### config.mk
export PLATFORM = sky130hd
export DESIGN_NAME = calc1_port_arbiter_flat
export DESIGN_NICKNAME = d
export VERILOG_FILES = /design/src/rtl/calc1_pkg.sv /design/src/rtl/calc1_port_arbiter_if.sv /design/src/rtl/calc1_port_arbiter_slot.sv /design/src/rtl/calc1_port_arbiter.sv /design/src/flat_wrapper.sv
export SDC_FILE = /design/constraint.sdc
export NUM_CORES = 1
export LEC_CHECK = 0
export BUFFER_PORTS_ARGS = -buffer_cell sky130_fd_sc_hd__buf_2
export CAP_MARGIN = 20
export CORE_ASPECT_RATIO = 2
export CORE_MARGIN = 4
export CORE_UTILIZATION = 56
export CTS_CLUSTER_SIZE = 24
export DETAILED_ROUTE_END_ITERATION = 6
export PLACE_DENSITY = 0.8
export SLEW_MARGIN = 20
export SYNTH_ARGS = -nofsm -noshare
export SYNTH_HDL_FRONTEND = slang
export SYNTH_SLANG_ARGS = --single-unit
### constraint.sdc
create_clock -name c_clk -period 2.66 [get_ports c_clk]
set_clock_uncertainty 0.15 [all_clocks]
set_input_delay 0.266 -clock c_clk [delete_from_list [all_inputs] [get_ports c_clk]]
set_output_delay 0.266 -clock c_clk [all_outputs]
set_load 0.02 [all_outputs]
### src/rtl/calc1_pkg.sv
// rtl/calc1_pkg.sv - shared commands, response codes and types for the CALC1 port arbiter
package calc1_pkg;

  localparam int CALC1_DATA_W = 32;

  localparam logic [3:0] CMD_NOP = 4'd0;
  localparam logic [3:0] CMD_ADD = 4'd1;
  localparam logic [3:0] CMD_SUB = 4'd2;
  localparam logic [3:0] CMD_SHL = 4'd5;
  localparam logic [3:0] CMD_SHR = 4'd6;

  localparam logic [1:0] RSP_NONE = 2'b00;
  localparam logic [1:0] RSP_OK   = 2'b01;
  localparam logic [1:0] RSP_ERR  = 2'b10;

  typedef enum logic [2:0] {IDLE, OP2, PEND, BUSY, RESP} port_state_t;

  typedef struct packed {
    logic [3:0]              cmd;
    logic [CALC1_DATA_W-1:0] op1;
    logic [CALC1_DATA_W-1:0] op2;
  } port_req_t;

  function automatic logic cmd_supported(input logic [3:0] cmd);
    return cmd inside {CMD_ADD, CMD_SUB, CMD_SHL, CMD_SHR};
  endfunction

endpackage

### src/rtl/calc1_port_arbiter_if.sv
// rtl/calc1_port_arbiter_if.sv - port-side and ALU-side signals of the CALC1 port arbiter
interface calc1_port_arbiter_if #(parameter int DATA_W = 32);

  logic [3:0]        reqcmd_a, reqcmd_b, reqcmd_c, reqcmd_d;
  logic [DATA_W-1:0] reqa_data_in, reqb_data_in, reqc_data_in, reqd_data_in;
  logic [1:0]        out_resp_a, out_resp_b, out_resp_c, out_resp_d;
  logic [DATA_W-1:0] out_data_a, out_data_b, out_data_c, out_data_d;

  logic              alu_vld;
  logic              alu_rdy;
  logic [3:0]        alu_cmd;
  logic [DATA_W-1:0] alu_op1, alu_op2;
  logic [1:0]        alu_tag;
  logic              alu_rsp_vld;
  logic [1:0]        alu_rsp_tag;
  logic [1:0]        alu_rsp;
  logic [DATA_W-1:0] alu_rsp_data;
  logic              err_unexp;

  modport slave (
    input  reqcmd_a, reqcmd_b, reqcmd_c, reqcmd_d,
    input  reqa_data_in, reqb_data_in, reqc_data_in, reqd_data_in,
    output out_resp_a, out_resp_b, out_resp_c, out_resp_d,
    output out_data_a, out_data_b, out_data_c, out_data_d,
    output alu_vld, alu_cmd, alu_op1, alu_op2, alu_tag,
    input  alu_rdy, alu_rsp_vld, alu_rsp_tag, alu_rsp, alu_rsp_data,
    output err_unexp
  );

  modport master (
    output reqcmd_a, reqcmd_b, reqcmd_c, reqcmd_d,
    output reqa_data_in, reqb_data_in, reqc_data_in, reqd_data_in,
    input  out_resp_a, out_resp_b, out_resp_c, out_resp_d,
    input  out_data_a, out_data_b, out_data_c, out_data_d,
    input  alu_vld, alu_cmd, alu_op1, alu_op2, alu_tag,
    output alu_rdy, alu_rsp_vld, alu_rsp_tag, alu_rsp, alu_rsp_data,
    input  err_unexp
  );

endinterface

### src/rtl/calc1_port_arbiter_slot.sv
// rtl/calc1_port_arbiter_slot.sv - per-port request FSM holding one outstanding CALC1 request
module calc1_port_slot
  import calc1_pkg::*;
(
  input  logic                    clk,
  input  logic                    rst_n,
  input  logic [3:0]              reqcmd,
  input  logic [CALC1_DATA_W-1:0] data_in,
  input  logic                    grant,
  input  logic                    rsp_hit,
  input  logic [1:0]              rsp,
  input  logic [CALC1_DATA_W-1:0] rsp_data,
  output logic                    pend,
  output logic                    busy,
  output port_req_t               req,
  output logic [1:0]              out_resp,
  output logic [CALC1_DATA_W-1:0] out_data
);

  port_state_t state;

  always_ff @(posedge clk or negedge rst_n) begin
    if (!rst_n) begin
      state    <= IDLE;
      req      <= '0;
      out_resp <= RSP_NONE;
      out_data <= '0;
    end else begin
      case (state)
        IDLE: begin
          if (reqcmd != CMD_NOP) begin
            req.cmd <= reqcmd;
            req.op1 <= data_in;
            state   <= OP2;
          end
        end
        OP2: begin
          req.op2 <= data_in;
          if (cmd_supported(req.cmd)) begin
            state <= PEND;
          end else begin
            state    <= RESP;
            out_resp <= RSP_ERR;
            out_data <= '0;
          end
        end
        PEND: begin
          if (grant) state <= BUSY;
        end
        BUSY: begin
          if (rsp_hit) begin
            state    <= RESP;
            out_resp <= rsp;
            // Only a successful result carries data back to the port.
            out_data <= (rsp == RSP_OK) ? rsp_data : '0;
          end
        end
        RESP: begin
          state    <= IDLE;
          out_resp <= RSP_NONE;
          out_data <= '0;
        end
        default: state <= IDLE;
      endcase
    end
  end

  assign pend = (state == PEND);
  assign busy = (state == BUSY);

endmodule

### src/rtl/calc1_port_arbiter.sv
// rtl/calc1_port_arbiter.sv - four-port CALC1 front end: request slots, ALU issue arbiter, result demux
module calc1_port_arbiter
  import calc1_pkg::*;
#(
  parameter int DATA_W = CALC1_DATA_W,
  parameter bit RR_EN  = 1'b1
)
(
  input logic                  c_clk,
  input logic                  reset,
  calc1_port_arbiter_if.slave  bus
);

  logic [3:0]        reqcmd   [4];
  logic [DATA_W-1:0] data_in  [4];
  logic [1:0]        out_resp [4];
  logic [DATA_W-1:0] out_data [4];
  port_req_t         req      [4];
  logic [3:0]        pend, busy, grant, rsp_hit;

  logic              vld_q;
  logic [1:0]        tag_q;
  logic [3:0]        cmd_q;
  logic [DATA_W-1:0] op1_q, op2_q;
  logic [1:0]        ptr;
  logic              err_q;
  logic              fire;

  logic [3:0]        cand;
  logic [1:0]        base;
  logic              sel_vld;
  logic [1:0]        sel;

  assign reqcmd[0]  = bus.reqcmd_a;
  assign reqcmd[1]  = bus.reqcmd_b;
  assign reqcmd[2]  = bus.reqcmd_c;
  assign reqcmd[3]  = bus.reqcmd_d;
  assign data_in[0] = bus.reqa_data_in;
  assign data_in[1] = bus.reqb_data_in;
  assign data_in[2] = bus.reqc_data_in;
  assign data_in[3] = bus.reqd_data_in;

  assign fire = vld_q && bus.alu_rdy;

  for (genvar k = 0; k < 4; k++) begin : g_slot
    calc1_port_slot u_slot (
      .clk      (c_clk),
      .rst_n    (reset),
      .reqcmd   (reqcmd[k]),
      .data_in  (data_in[k]),
      .grant    (grant[k]),
      .rsp_hit  (rsp_hit[k]),
      .rsp      (bus.alu_rsp),
      .rsp_data (bus.alu_rsp_data),
      .pend     (pend[k]),
      .busy     (busy[k]),
      .req      (req[k]),
      .out_resp (out_resp[k]),
      .out_data (out_data[k])
    );
    assign grant[k]   = fire && (tag_q == 2'(k));
    assign rsp_hit[k] = bus.alu_rsp_vld && (bus.alu_rsp_tag == 2'(k)) && busy[k];
  end

  // The port being accepted this cycle is still PEND, so drop it from the
  // candidates and search from it as if the pointer had already moved there.
  always_comb begin
    cand = pend;
    if (fire) cand[tag_q] = 1'b0;
    base    = fire ? tag_q : ptr;
    sel_vld = 1'b0;
    sel     = 2'd0;
    if (RR_EN) begin
      for (int i = 4; i >= 1; i--) begin
        if (cand[base + 2'(i)]) begin
          sel_vld = 1'b1;
          sel     = base + 2'(i);
        end
      end
    end else begin
      for (int i = 3; i >= 0; i--) begin
        if (cand[i]) begin
          sel_vld = 1'b1;
          sel     = 2'(i);
        end
      end
    end
  end

  always_ff @(posedge c_clk or negedge reset) begin
    if (!reset) begin
      vld_q <= 1'b0;
      tag_q <= 2'd0;
      cmd_q <= CMD_NOP;
      op1_q <= '0;
      op2_q <= '0;
      ptr   <= 2'd3;
      err_q <= 1'b0;
    end else begin
      if (!vld_q || bus.alu_rdy) begin
        vld_q <= sel_vld;
        tag_q <= sel;
        cmd_q <= sel_vld ? req[sel].cmd : CMD_NOP;
        op1_q <= sel_vld ? req[sel].op1 : '0;
        op2_q <= sel_vld ? req[sel].op2 : '0;
      end
      if (fire) ptr <= tag_q;
      if (bus.alu_rsp_vld && !busy[bus.alu_rsp_tag]) err_q <= 1'b1;
    end
  end

  assign bus.alu_vld    = vld_q;
  assign bus.alu_tag    = tag_q;
  assign bus.alu_cmd    = cmd_q;
  assign bus.alu_op1    = op1_q;
  assign bus.alu_op2    = op2_q;
  assign bus.err_unexp  = err_q;

  assign bus.out_resp_a = out_resp[0];
  assign bus.out_resp_b = out_resp[1];
  assign bus.out_resp_c = out_resp[2];
  assign bus.out_resp_d = out_resp[3];
  assign bus.out_data_a = out_data[0];
  assign bus.out_data_b = out_data[1];
  assign bus.out_data_c = out_data[2];
  assign bus.out_data_d = out_data[3];

endmodule

### src/flat_wrapper.sv
// flat-port wrapper written by rule: the top's interface ports become plain ports
module calc1_port_arbiter_flat import calc1_pkg::*;
#(
  parameter int DATA_W = CALC1_DATA_W,
  parameter bit RR_EN  = 1'b1
)
  (c_clk, reset, bus_reqcmd_a, bus_reqcmd_b, bus_reqcmd_c, bus_reqcmd_d, bus_reqa_data_in, bus_reqb_data_in, bus_reqc_data_in, bus_reqd_data_in, bus_out_resp_a, bus_out_resp_b, bus_out_resp_c, bus_out_resp_d, bus_out_data_a, bus_out_data_b, bus_out_data_c, bus_out_data_d, bus_alu_vld, bus_alu_cmd, bus_alu_op1, bus_alu_op2, bus_alu_tag, bus_alu_rdy, bus_alu_rsp_vld, bus_alu_rsp_tag, bus_alu_rsp, bus_alu_rsp_data, bus_err_unexp);
  calc1_port_arbiter_if #(.DATA_W(DATA_W)) bus_i ();
  input logic c_clk;
  input logic reset;
  input wire logic [$bits(bus_i.reqcmd_a)-1:0] bus_reqcmd_a;
  input wire logic [$bits(bus_i.reqcmd_b)-1:0] bus_reqcmd_b;
  input wire logic [$bits(bus_i.reqcmd_c)-1:0] bus_reqcmd_c;
  input wire logic [$bits(bus_i.reqcmd_d)-1:0] bus_reqcmd_d;
  input wire logic [$bits(bus_i.reqa_data_in)-1:0] bus_reqa_data_in;
  input wire logic [$bits(bus_i.reqb_data_in)-1:0] bus_reqb_data_in;
  input wire logic [$bits(bus_i.reqc_data_in)-1:0] bus_reqc_data_in;
  input wire logic [$bits(bus_i.reqd_data_in)-1:0] bus_reqd_data_in;
  output wire logic [$bits(bus_i.out_resp_a)-1:0] bus_out_resp_a;
  output wire logic [$bits(bus_i.out_resp_b)-1:0] bus_out_resp_b;
  output wire logic [$bits(bus_i.out_resp_c)-1:0] bus_out_resp_c;
  output wire logic [$bits(bus_i.out_resp_d)-1:0] bus_out_resp_d;
  output wire logic [$bits(bus_i.out_data_a)-1:0] bus_out_data_a;
  output wire logic [$bits(bus_i.out_data_b)-1:0] bus_out_data_b;
  output wire logic [$bits(bus_i.out_data_c)-1:0] bus_out_data_c;
  output wire logic [$bits(bus_i.out_data_d)-1:0] bus_out_data_d;
  output wire logic [$bits(bus_i.alu_vld)-1:0] bus_alu_vld;
  output wire logic [$bits(bus_i.alu_cmd)-1:0] bus_alu_cmd;
  output wire logic [$bits(bus_i.alu_op1)-1:0] bus_alu_op1;
  output wire logic [$bits(bus_i.alu_op2)-1:0] bus_alu_op2;
  output wire logic [$bits(bus_i.alu_tag)-1:0] bus_alu_tag;
  input wire logic [$bits(bus_i.alu_rdy)-1:0] bus_alu_rdy;
  input wire logic [$bits(bus_i.alu_rsp_vld)-1:0] bus_alu_rsp_vld;
  input wire logic [$bits(bus_i.alu_rsp_tag)-1:0] bus_alu_rsp_tag;
  input wire logic [$bits(bus_i.alu_rsp)-1:0] bus_alu_rsp;
  input wire logic [$bits(bus_i.alu_rsp_data)-1:0] bus_alu_rsp_data;
  output wire logic [$bits(bus_i.err_unexp)-1:0] bus_err_unexp;
  assign bus_i.reqcmd_a = bus_reqcmd_a;
  assign bus_i.reqcmd_b = bus_reqcmd_b;
  assign bus_i.reqcmd_c = bus_reqcmd_c;
  assign bus_i.reqcmd_d = bus_reqcmd_d;
  assign bus_i.reqa_data_in = bus_reqa_data_in;
  assign bus_i.reqb_data_in = bus_reqb_data_in;
  assign bus_i.reqc_data_in = bus_reqc_data_in;
  assign bus_i.reqd_data_in = bus_reqd_data_in;
  assign bus_out_resp_a = bus_i.out_resp_a;
  assign bus_out_resp_b = bus_i.out_resp_b;
  assign bus_out_resp_c = bus_i.out_resp_c;
  assign bus_out_resp_d = bus_i.out_resp_d;
  assign bus_out_data_a = bus_i.out_data_a;
  assign bus_out_data_b = bus_i.out_data_b;
  assign bus_out_data_c = bus_i.out_data_c;
  assign bus_out_data_d = bus_i.out_data_d;
  assign bus_alu_vld = bus_i.alu_vld;
  assign bus_alu_cmd = bus_i.alu_cmd;
  assign bus_alu_op1 = bus_i.alu_op1;
  assign bus_alu_op2 = bus_i.alu_op2;
  assign bus_alu_tag = bus_i.alu_tag;
  assign bus_i.alu_rdy = bus_alu_rdy;
  assign bus_i.alu_rsp_vld = bus_alu_rsp_vld;
  assign bus_i.alu_rsp_tag = bus_alu_rsp_tag;
  assign bus_i.alu_rsp = bus_alu_rsp;
  assign bus_i.alu_rsp_data = bus_alu_rsp_data;
  assign bus_err_unexp = bus_i.err_unexp;
  calc1_port_arbiter #(.DATA_W(DATA_W), .RR_EN(RR_EN)) u_core (.c_clk(c_clk), .reset(reset), .bus(bus_i));
endmodule
==> results of run 1 <==
-- how the worst max path moves through the flow --
stage | startpoint | end | slack (ps) | depth (start not counted)
2_1_floorplan | u_core.bus.alu_tag[0]$_DFFE_PN0P_ | u_core.bus.alu_op2[24]$_DFFE_PN0P_ | 320 | 9
3_3_place_gp | u_core.bus.alu_tag[0]$_DFFE_PN0P_ | u_core.bus.alu_cmd[2]$_DFFE_PN0P_ | 190 | 8
3_5_place_dp | u_core.bus.alu_tag[0]$_DFFE_PN0P_ | u_core.bus.alu_cmd[2]$_DFFE_PN0P_ | 90 | 8
4_1_cts | u_core.bus.alu_tag[0]$_DFFE_PN0P_ | u_core.bus.alu_op2[24]$_DFFE_PN0P_ | 70 | 9
5_1_grt | bus_alu_rdy | u_core.bus.alu_op2[24]$_DFFE_PN0P_ | -50 | 11
6_report | bus_alu_rdy | u_core.bus.alu_op2[24]$_DFFE_PN0P_ | 30 | 11
-- registers in the layout, summed over array words and instances, names as in the netlist --
name / count
u_core.bus.alu_cmd: 4
u_core.bus.alu_op1: 32
u_core.bus.err_unexp: 1
u_core.g_slot.u_slot.req: 272
u_core.bus.alu_vld: 1
u_core.bus.alu_op2: 32
u_core.g_slot.u_slot.state: 12
u_core.ptr: 2
u_core.bus.alu_tag: 2
u_core.g_slot.u_slot.out_data: 128
u_core.g_slot.u_slot.out_resp: 8
-- layout make-up --
| class | count | area [um2] | area share |
|---|---|---|---|
| Inverter | 5 | 18.8 | 0.000693 |
| Antenna cell | 7 | 17.5 | 0.000647 |
| Timing Repair Buffer | 630 | 4570 | 0.169 |
| Clock inverter | 10 | 113 | 0.00416 |
| Sequential cell | 494 | 12400 | 0.457 |
| Clock buffer | 65 | 1240 | 0.0458 |
| Multi-Input combinational cell | 1037 | 8180 | 0.302 |
| Tap cell | 459 | 574 | 0.0212 |
-- worst register-to-register path, stage by stage (launching register included) --
cell	delay [ps]
dfrtp_2	470
nand4_1	140
and3_1	210
o21ai_1	120
a21oi_4	250
buf_12	210
buf_16	230
mux2i_1	310
nand2_1	130
a32o_1	270
-- per-layer routing --
layer	track usage	vias to the layer above	share of wire
met5	0	-	0
met4	0.173	0	0.057
met3	0.0550	215	0.063
met2	0.564	811	0.53
met1	0.340	8254	0.35
li1	-	7068	-
-- timing repair --
action                                 CTS  global route
gates resized for setup                  0            11
buffers inserted                         0             1
hold buffers                           181             0
setup endpoints to repair                0            20
endpoints found under the hold margin  649             0
-- cell usage in the layout, fill, tap and decap left out, types with 16 or more instances in the layout --
cell type	netlist	routed
dfrtp_1	492	489
buf_2	22	390
nand2_1	310	309
mux2_2	268	268
dlygate4sd3_1	0	181
mux2i_1	137	136
o31ai_1	135	135
a32o_1	67	67
clkbuf_16	0	45
buf_4	16	30
buf_12	0	27
nor2_1	25	18
clkbuf_1	78	16
-- cell families (layout without fill, tap and decap cells) --
logic type             after synthesis  after routing  synth area share
AND/OR/NAND/NOR                    383            383            0.0747
buffers and inverters              127            710            0.0276
flip-flops                         494            494             0.590
XOR/XNOR                             4              4           0.00167
other                                0              7                 0
multiplexers                       407            407             0.211
AO/OA/AOI/OAI                      243            243            0.0953
-- metrics by stage --
step / setup WS (ps) / hold WS, ps
final: 29.1 / 65.0
after global routing: -54.6 / 35.3
after CTS: 65.4 / 26.7
after detailed placement: 90.4 / 74.9
after global placement: 189 / 75.1
after floorplan: 319 / -180
-- where the power goes --
| part | internal, mW | switching (mW) |
|---|---|---|
| combinational | 6.91 | 8.62 |
| sequential | 10.4 | 1.83 |
| clock | 3.42 | 2.77 |
| total | 20.7 | 13.2 |
==> impl_metrics.tcl, run 1 <==
set metrics [dict create \
    drv_slew 0 \
    r2r_slack_ps 50 \
    cts_buffers 43 \
    area_growth_pct 29.2 \
    initial_utilization 0.564 \
    core_area_um2 37200 \
    synthTopCellsByCount "492 x dfrtp_1, 310 x nand2_1, 268 x mux2_2" \
    cp_top_family "buffers and inverters" \
    p_leak_nw 12.4 \
    drc_errors 0 \
    place_congestion 0.856 \
    fin_area_um2 27100 \
    first_pass_iters 5 \
    rows 100 \
    fmax_mhz 380 \
    synth.most_common_cell "dfrtp_1" \
    setup.worst_path.start_class "input port" \
    place_hpwl_um 41300 \
    netlist_instances 1658 \
    clk_latency_ps 550 \
    wl_um 64300 \
    numPortBuffers 391 \
    syn_area_um2 21000 \
    crit_arrival_ps 2920 \
    maxCapViolCount 0 \
    fillers 2375 \
    synth.top_cell.area_share 0.587 \
    synth_ff_type "dfrtp_1" \
    grt_pass1_vias 17719 \
    r2r_end "u_core.bus.alu_op2[24]$_DFFE_PN0P_" \
    totalPowerFinal_mw 33.9 \
    end_kind "flop" \
    yosysTopAreaCell "dfrtp_1" \
    dieArea_um2 40800 \
    synth_edf_count 0 \
    cp_num_buf_inv 4 \
    syn-num-nets 1842 \
    tns_ps 0 \
    grt_max_degree 85 \
    antenna_found_initial 7 \
    grt_overflow 0 \
    vias 16348 \
    ant_nets 0 \
    path_clk_slew_ps 60 \
    ctsLongestPathBuffers 3 \
    wl_per_cell_um 23.7 \
    slowest_stage "dlygate4sd3_1" \
    drive_gt1_frac 0.362 \
    pwr_density_cell_nw_per_um2 1250 \
    reg2reg_depth 9 \
    cpPeakStageDelay_ps 560 \
    utilization 0.729 \
    cp_max_fo 26 \
    die_w_um 145 \
    setup_viol 0 \
    ir_drop_uv 883 \
    postSynth.asyncResetShare 1.00 \
    track_usage 0.313 \
    cp_cell_sequence "dlygate4sd3_1, buf_2, nand4_1, and3_1, a221oi_2, a21oi_4, buf_12, buf_16, mux2i_1, nand2_1, a32o_1" \
    io_pins 392 \
    ys_ff_latch 494 \
    cp_data_required_time_ps 2950 \
    nets 2395 \
    fp.dieH_um 282 \
    clock_sinks 494 \
    min_path_type "input port to asynchronous set/reset pin" \
    period_share 0.989 \
    ys_top_cells_by_area "dfrtp_1 59%, mux2_2 14%, mux2i_1 6.5%, nand2_1 5.6%, o31ai_1 4.8%" \
    cts_root_buf "clkbuf_16" \
    drtIter0Drc 888 \
    fin_crit_ps 2630 \
    cts_tree "yes" \
    worst_slew_pin_slew_ps 661 \
    yosysUniqueCellTypes 52 \
    hold_viol_final 0 \
    htreeDepth 2 \
    status "complete, no violations" \
    slew_headroom 0.560 \
    r2r_start "u_core.bus.alu_tag[0]$_DFFE_PN0P_" \
    via_per_inst 6.04 \
    synth_area_per_cell_um2 12.6 \
    placed_cell_area_um2 23800 \
    path_class "input port to flop" \
    yosysSeqAreaShare 0.590 \
    fin_cells 2707 \
    placedCellCount 2443 \
    synth_warnings 0 \
    grt_pass1_wl_um 98700 \
]
Note: power is estimated with default switching activity, not from simulation.
==> inputs of run 2 (changes only) <==
Settings changed: SYNTH_HIERARCHICAL set to 1.
==> run 2 against run 1 <==
Against the previous run:
- worst hold slack worse by 18 ps
- sequential power hardly changed
- clock-buffer cell count is 4 lower
- clock power is 9.0% higher
- critical path depth stayed put
- power is 3.2% higher
- global-route usage is 0.35 points lower
- highest routed layer unchanged
- first-iteration DRC count is 4.3% lower
- die area is 4.4% higher
==> impl_metrics.tcl, run 2 <==
set metrics [dict create \
    nets 2471 \
    ys_ff_latch 494 \
    fp.dieH_um 288 \
    wl_um 67900 \
    ctsLongestPathBuffers 3 \
    postSynth.asyncResetShare 1.00 \
    path_depth 11 \
    status "complete, no violations" \
    worst_slew_pin_slew_ps 616 \
    rows 102 \
    synth.top_cell.area_share 0.561 \
    first_pass_iters 5 \
    setup.worst_path.start_class "input port" \
    netlist_instances 1696 \
    synth_warnings 6 \
    fin_crit_ps 2630 \
    cp_data_required_time_ps 2880 \
    p_clk_frac 0.193 \
    antenna_found_initial 1 \
    drv_slew 0 \
    fillers 2489 \
    core_area_um2 38700 \
    synthTopCellsByCount "492 x dfrtp_1, 269 x mux2i_1, 214 x nand2_1" \
    synth.most_common_cell "dfrtp_1" \
    hold_viol_final 0 \
    via_per_inst 5.73 \
    place_congestion 0.851 \
    crit_arrival_ps 2840 \
    fmax_mhz 381 \
    busiest_layer "met2" \
    holdPathStages 3 \
    power_frac_seq 0.352 \
    numPortBuffers 391 \
    htreeDepth 2 \
    cp_top_family "buffers and inverters" \
    maxCapViolCount 0 \
    drive_gt1_frac 0.312 \
    top_register "u_core/g_slot.u_slot/req" \
    r2r_end "u_core/bus.alu_op2[3]$_DFFE_PN0P_" \
    layout_common_cells "489 x dfrtp_1, 389 x buf_2, 266 x mux2i_1, 210 x nand2_1, 180 x dlygate4sd3_1" \
    grt_use_met2 0.569 \
    clock_sinks 494 \
    drtIter0Drc 850 \
    clk_latency_ps 550 \
    grt_overflow 0 \
    placed_cell_area_um2 24800 \
    syn-num-nets 1880 \
    initial_utilization 0.567 \
    end_kind "flop" \
    dieArea_um2 42600 \
    yosysSeqAreaShare 0.564 \
    yosysUniqueCellTypes 51 \
    reg2reg_depth 9 \
    area_growth_pct 28.7 \
    path_class "input port to flop" \
    cts_tree "yes" \
    synth_edf_count 0 \
    wl_per_cell_um 23.9 \
    ant_nets 0 \
    cpPeakStageDelay_ps 550 \
    switching_share 0.376 \
    track_usage 0.309 \
    p_sw_mw 13.2 \
    drc_errors 0 \
    fin_area_um2 28200 \
    grt_pass1_vias 18153 \
    slew_headroom 0.589 \
    vias 16259 \
    globalRouteMet1Util 0.331 \
    p_leak_nw 13.5 \
    period_share 0.987 \
    die_w_um 148 \
    cp_cell_sequence "dlygate4sd3_1, clkbuf_4, nand3_2, o21ai_2, buf_4, nand2_1, a211oi_4, buf_12, buf_16, mux2i_1, o221ai_1" \
    fin_ws_ps 34.8 \
    met3_usage 0.0524 \
    min_to "u_core/g_slot[2].u_slot/out_resp[0]$_DFFE_PN0P_" \
    internal_power_mw 21.9 \
    fin_hold_ws_ps 47.4 \
    cts_root_buf "clkbuf_16" \
    min_from "bus_alu_rsp[0]" \
    io_pins 392 \
    ir_drop_uv 899 \
    grt_max_degree 70 \
    largest_reg_flops 272 \
    synth_ff_type "dfrtp_1" \
    yosysTopAreaCell "dfrtp_1" \
    cp_num_buf_inv 5 \
    path_clk_slew_ps 70 \
    setup_viol 0 \
    pre_cts_slack_ps 40.0 \
    cp_max_fo 25 \
    top_regs "u_core/g_slot.u_slot/req x272, u_core/g_slot.u_slot/out_data x128" \
    r2r_slack_ps 40 \
    place_hpwl_um 41800 \
    cts_buffers 43 \
    ys_top_cells_by_area "dfrtp_1 56%, mux2i_1 12%, mux2_1 7.2%, mux2_2 6.8%, nand2_1 3.7%" \
    syn_area_um2 21900 \
    comb_power_share 0.455 \
    min_path_type "input port to flop" \
    final_common_cell "dfrtp_1" \
    rsz0062_at_grt "yes" \
    pwr_density_cell_nw_per_um2 1240 \
    r2r_start "u_core/g_slot[2].u_slot/state[2]$_DFFE_PN0P_" \
    synth_area_per_cell_um2 12.9 \
    slowest_stage "dlygate4sd3_1" \
    grt_pass1_wl_um 102000 \
]
[run 2: kinds of logic (layout without fill, tap and decap cells)]
| family | count (synthesis) | after routing | synth area share |
|---|---|---|---|
| other | 0 | 2 | 0 |
| XOR/XNOR | 4 | 4 | 0.00160 |
| multiplexers | 542 | 542 | 0.263 |
| flip-flops | 494 | 494 | 0.564 |
| AO/OA/AOI/OAI | 109 | 109 | 0.0454 |
| AND/OR/NAND/NOR | 301 | 301 | 0.0658 |
| buffers and inverters | 246 | 867 | 0.0601 |
[run 2: what timing repair did]
action,4_1_cts,5_1_grt
setup endpoints to repair,2,64
hold buffers,180,0
gates resized for setup,1,17
cloned,0,3
buffers inserted,0,7
endpoints found under the hold margin,551,0
pin swaps,0,2
[run 2: layout make-up]
cell class              count  area [um2]  share of cell area
flip-flops and latches    494       12400               0.438
multi-input cells         956        8320               0.295
repair buffers            653        4870               0.173
clock buffers              61        1240              0.0441
well taps                 520         651              0.0230
inverters                 139         522              0.0185
clock inverters            14         249             0.00882
diodes                      2        5.00            0.000177
[run 2: power groups by stage]
stage / Clock (mW) / Sequential [mW] / Combinational (mW)
global route: 7.13 / 12.6 / 16.8
finish: 6.75 / 12.3 / 15.9
floorplan: 0 / 12.3 / 10.8
detailed placement: 0 / 12.2 / 15.1
CTS: 6.82 / 12.1 / 15.4
global placement: 0 / 12.1 / 14.6
[run 2: worst max path at each step]
stage | startpoint | end
global route | u_core/bus.alu_vld$_DFFE_PN0P_ | u_core/bus.alu_op2[31]$_DFFE_PN0P_
detailed placement | u_core/g_slot[1].u_slot/state[1]$_DFFE_PN0P_ | u_core/bus.alu_op1[18]$_DFFE_PN0P_
global placement | u_core/g_slot[2].u_slot/state[2]$_DFFE_PN0P_ | u_core/bus.alu_op1[19]$_DFFE_PN0P_
floorplan | u_core/g_slot[2].u_slot/state[1]$_DFFE_PN0P_ | u_core/bus.alu_op1[12]$_DFFE_PN0P_
CTS | u_core/g_slot[2].u_slot/state[2]$_DFFE_PN0P_ | u_core/bus.alu_op2[2]$_DFFE_PN0P_
finish | bus_alu_rdy | u_core/bus.alu_op2[3]$_DFFE_PN0P_
[run 2: metrics by stage]
| step | setup TNS, ps | util | cells | power (mW) |
|---|---|---|---|---|
| 6_report | 0 | 0.730 | 2839 | 35.0 |
| 5_1_grt | -14.7 | 0.730 | 2838 | 36.5 |
| 4_1_cts | 0 | 0.726 | 2827 | 34.3 |
| 3_5_place_dp | 0 | 0.641 | 2572 | 27.3 |
| 3_3_place_gp | 0 | 0.641 | 2572 | 26.7 |
| 2_1_floorplan | 0 | - | 1696 | 23.0 |
[run 2: metal layers]
metal	wire length, um	part of all wire
met4	4130	0.061
met2	36300	0.53
met3	4270	0.063
met5	0	0
met1	23200	0.34
[run 2: tightest hold or removal path, stage by stage]
cell and delay [ps]:
buf_2 160, and3_1 170, mux2_1 120
==> inputs of run 3 (changes only) <==
Settings changed: CELL_PAD_IN_SITES_DETAIL_PLACEMENT set to 1, CELL_PAD_IN_SITES_GLOBAL_PLACEMENT set to 2, CORE_UTILIZATION 56 to 38, PLACE_DENSITY 0.8 to unset, PLACE_DENSITY_LB_ADDON set to 0.1.
==> run 3 against run 2 <==
Against the previous run:
- cell area increased by 1.6%
- fmax increased by 2.7%
- via count decreased by 3.4%
- highest routed layer is now met5
- die area increased by 45%
- wire length increased by 8.3%
- critical path type is now flop to flop
==> impl_metrics.tcl, run 3 (same netlist as run 2, synthesis figures left out) <==
set metrics [dict create \
    die_w_um 178 \
    cts_buffers 47 \
    cp_data_required_time_ps 2950 \
    period_share 0.961 \
    htreeDepth 2 \
    final_common_cell "dfrtp_1" \
    grt_pass1_wl_um 112000 \
    min_path_type "input port to flop" \
    drv_slew 0 \
    nets 2490 \
    via_per_inst 5.06 \
    wl_per_cell_um 23.7 \
    hold_viol_final 0 \
    largest_reg_flops 272 \
    io_pins 392 \
    clock_sinks 494 \
    core_area_um2 57200 \
    cpPeakStageDelay_ps 390 \
    cp_max_fo 19 \
    slowest_stage "dfrtp_1" \
    pwr_density_cell_nw_per_um2 1230 \
    setup_viol 0 \
    wl_um 73500 \
    end_kind "flop" \
    place_congestion 0.783 \
    placed_cell_area_um2 25200 \
    path_clk_slew_ps 70 \
    initial_utilization 0.383 \
    first_pass_iters 4 \
    top_regs "u_core/g_slot.u_slot/req x272, u_core/g_slot.u_slot/out_data x128" \
    antenna_found_initial 9 \
    ant_nets 0 \
    grt_overflow 0 \
    crit_arrival_ps 2850 \
    vias 15703 \
    status "complete, no violations" \
    top_register "u_core/g_slot.u_slot/req" \
    grt_pass1_vias 18127 \
    cp_cell_sequence "nor2b_1, nor2b_2, o21ai_2, a32o_1, o211ai_1, nand3b_1, buf_4, buf_6, o221ai_1" \
    rows 124 \
    utilization 0.501 \
    worst_slew_pin_slew_ps 681 \
    cts_tree "yes" \
    drc_errors 0 \
    place_hpwl_um 50500 \
    p_leak_nw 13.6 \
    dieArea_um2 61900 \
    path_class "flop to flop" \
    numPortBuffers 391 \
    fmax_mhz 391 \
    fin_area_um2 28700 \
    clk_latency_ps 580 \
    area_growth_pct 30.7 \
    drive_gt1_frac 0.317 \
    slew_headroom 0.546 \
    grt_max_degree 78 \
    setup.worst_path.start_class "flop" \
    maxCapViolCount 0 \
    ir_drop_uv 734 \
    cts_root_buf "clkbuf_16" \
    fp.dieH_um 348 \
    fin_crit_ps 2560 \
    layout_common_cells "491 x dfrtp_1, 390 x buf_2, 268 x mux2i_1, 210 x nand2_1, 180 x dlygate4sd3_1" \
    drtIter0Drc 605 \
    ctsLongestPathBuffers 3 \
    track_usage 0.234 \
]
## run 3: cell types whose count changed in the layout (fill, tap and decap cells not counted), moves of 2 or more
cell	delta
clkbuf_16	+6
dfrtp_1	+2
bufinv_16	-5
mux2i_2	-2
mux2i_1	+2
clkinvlp_4	+2
dfrtp_2	-2
buf_12	-4
clkbuf_1	+5
buf_6	+2
diode_2	+5
buf_4	+16
## run 3: per-stage QoR
step	instances	setup slack, ps	TNS, ps	power (mW)	hold WS [ps]
finish	3106	104	0	35.3	28.8
floorplan	1696	156	0	23.0	-180
detailed placement	2826	-500	-21210	28.2	106
global route	3103	-26.2	-209	37.3	43.6
global placement	2825	-617	-38640	27.5	98.3
CTS	3095	36.0	0	35.5	10.0
## run 3: final timing paths
check                                                             start                                              end  cells past startpoint  slack (ps)
max reg2reg                u_core/g_slot[1].u_slot/state[2]$_DFFE_PN0P_               u_core/bus.alu_op2[19]$_DFFE_PN0P_                      9         100
min                                                      bus_alu_rsp[0]  u_core/g_slot[0].u_slot/out_resp[0]$_DFFE_PN0P_                      3          30
max in group asynchronous                                         reset               u_core/bus.alu_op2[31]$_DFFE_PN0P_                      3        1240
min in group asynchronous                                         reset  u_core/g_slot[1].u_slot/out_data[7]$_DFFE_PN0P_                      2          90
min reg2reg                           u_core/bus.alu_cmd[0]$_DFFE_PN0P_                u_core/bus.alu_cmd[0]$_DFFE_PN0P_                      2         330
max                        u_core/g_slot[1].u_slot/state[2]$_DFFE_PN0P_               u_core/bus.alu_op2[19]$_DFFE_PN0P_                      9         100
## run 3: cell type report
type,instances,area (um2)
diodes,7,17.5
clock buffers,73,1430
clock inverters,13,130
fillers,5983,28600
inverters,139,522
multi-input cells,956,8320
flip-flops and latches,494,12400
well taps,756,946
repair buffers,668,4960
## run 3: what timing repair did
item	CTS	global route
gates cloned	0	2
setup buffers	3	2
hold buffers	180	0
gates resized for setup	2	11
setup endpoints to repair	68	70
endpoints found under the hold margin	665	0
pin swaps	2	0
## run 3: power by group
group          internal, mW  leakage [nW]  switching [mW]
registers              10.4          6.17            1.73
clock network          3.89         0.764            3.04
logic                  7.70          6.67            8.52
total                  22.0          13.6            13.3
## run 3: per-layer routing
layer  routed length [um]  vias up  global-route usage
met2                39200      414               0.435
met3                 4040      106              0.0490
li1                     -     7065                   -
met5                   27        -                   0
met4                 1940        4              0.0654
met1                28300     8114               0.268
## run 3: critical path, delay by kind of cell, from the launching register on
kind	cells	cell delay [ps]
buf+inv	2	420
simple gates	3	660
flops	1	390
compound gates	4	810
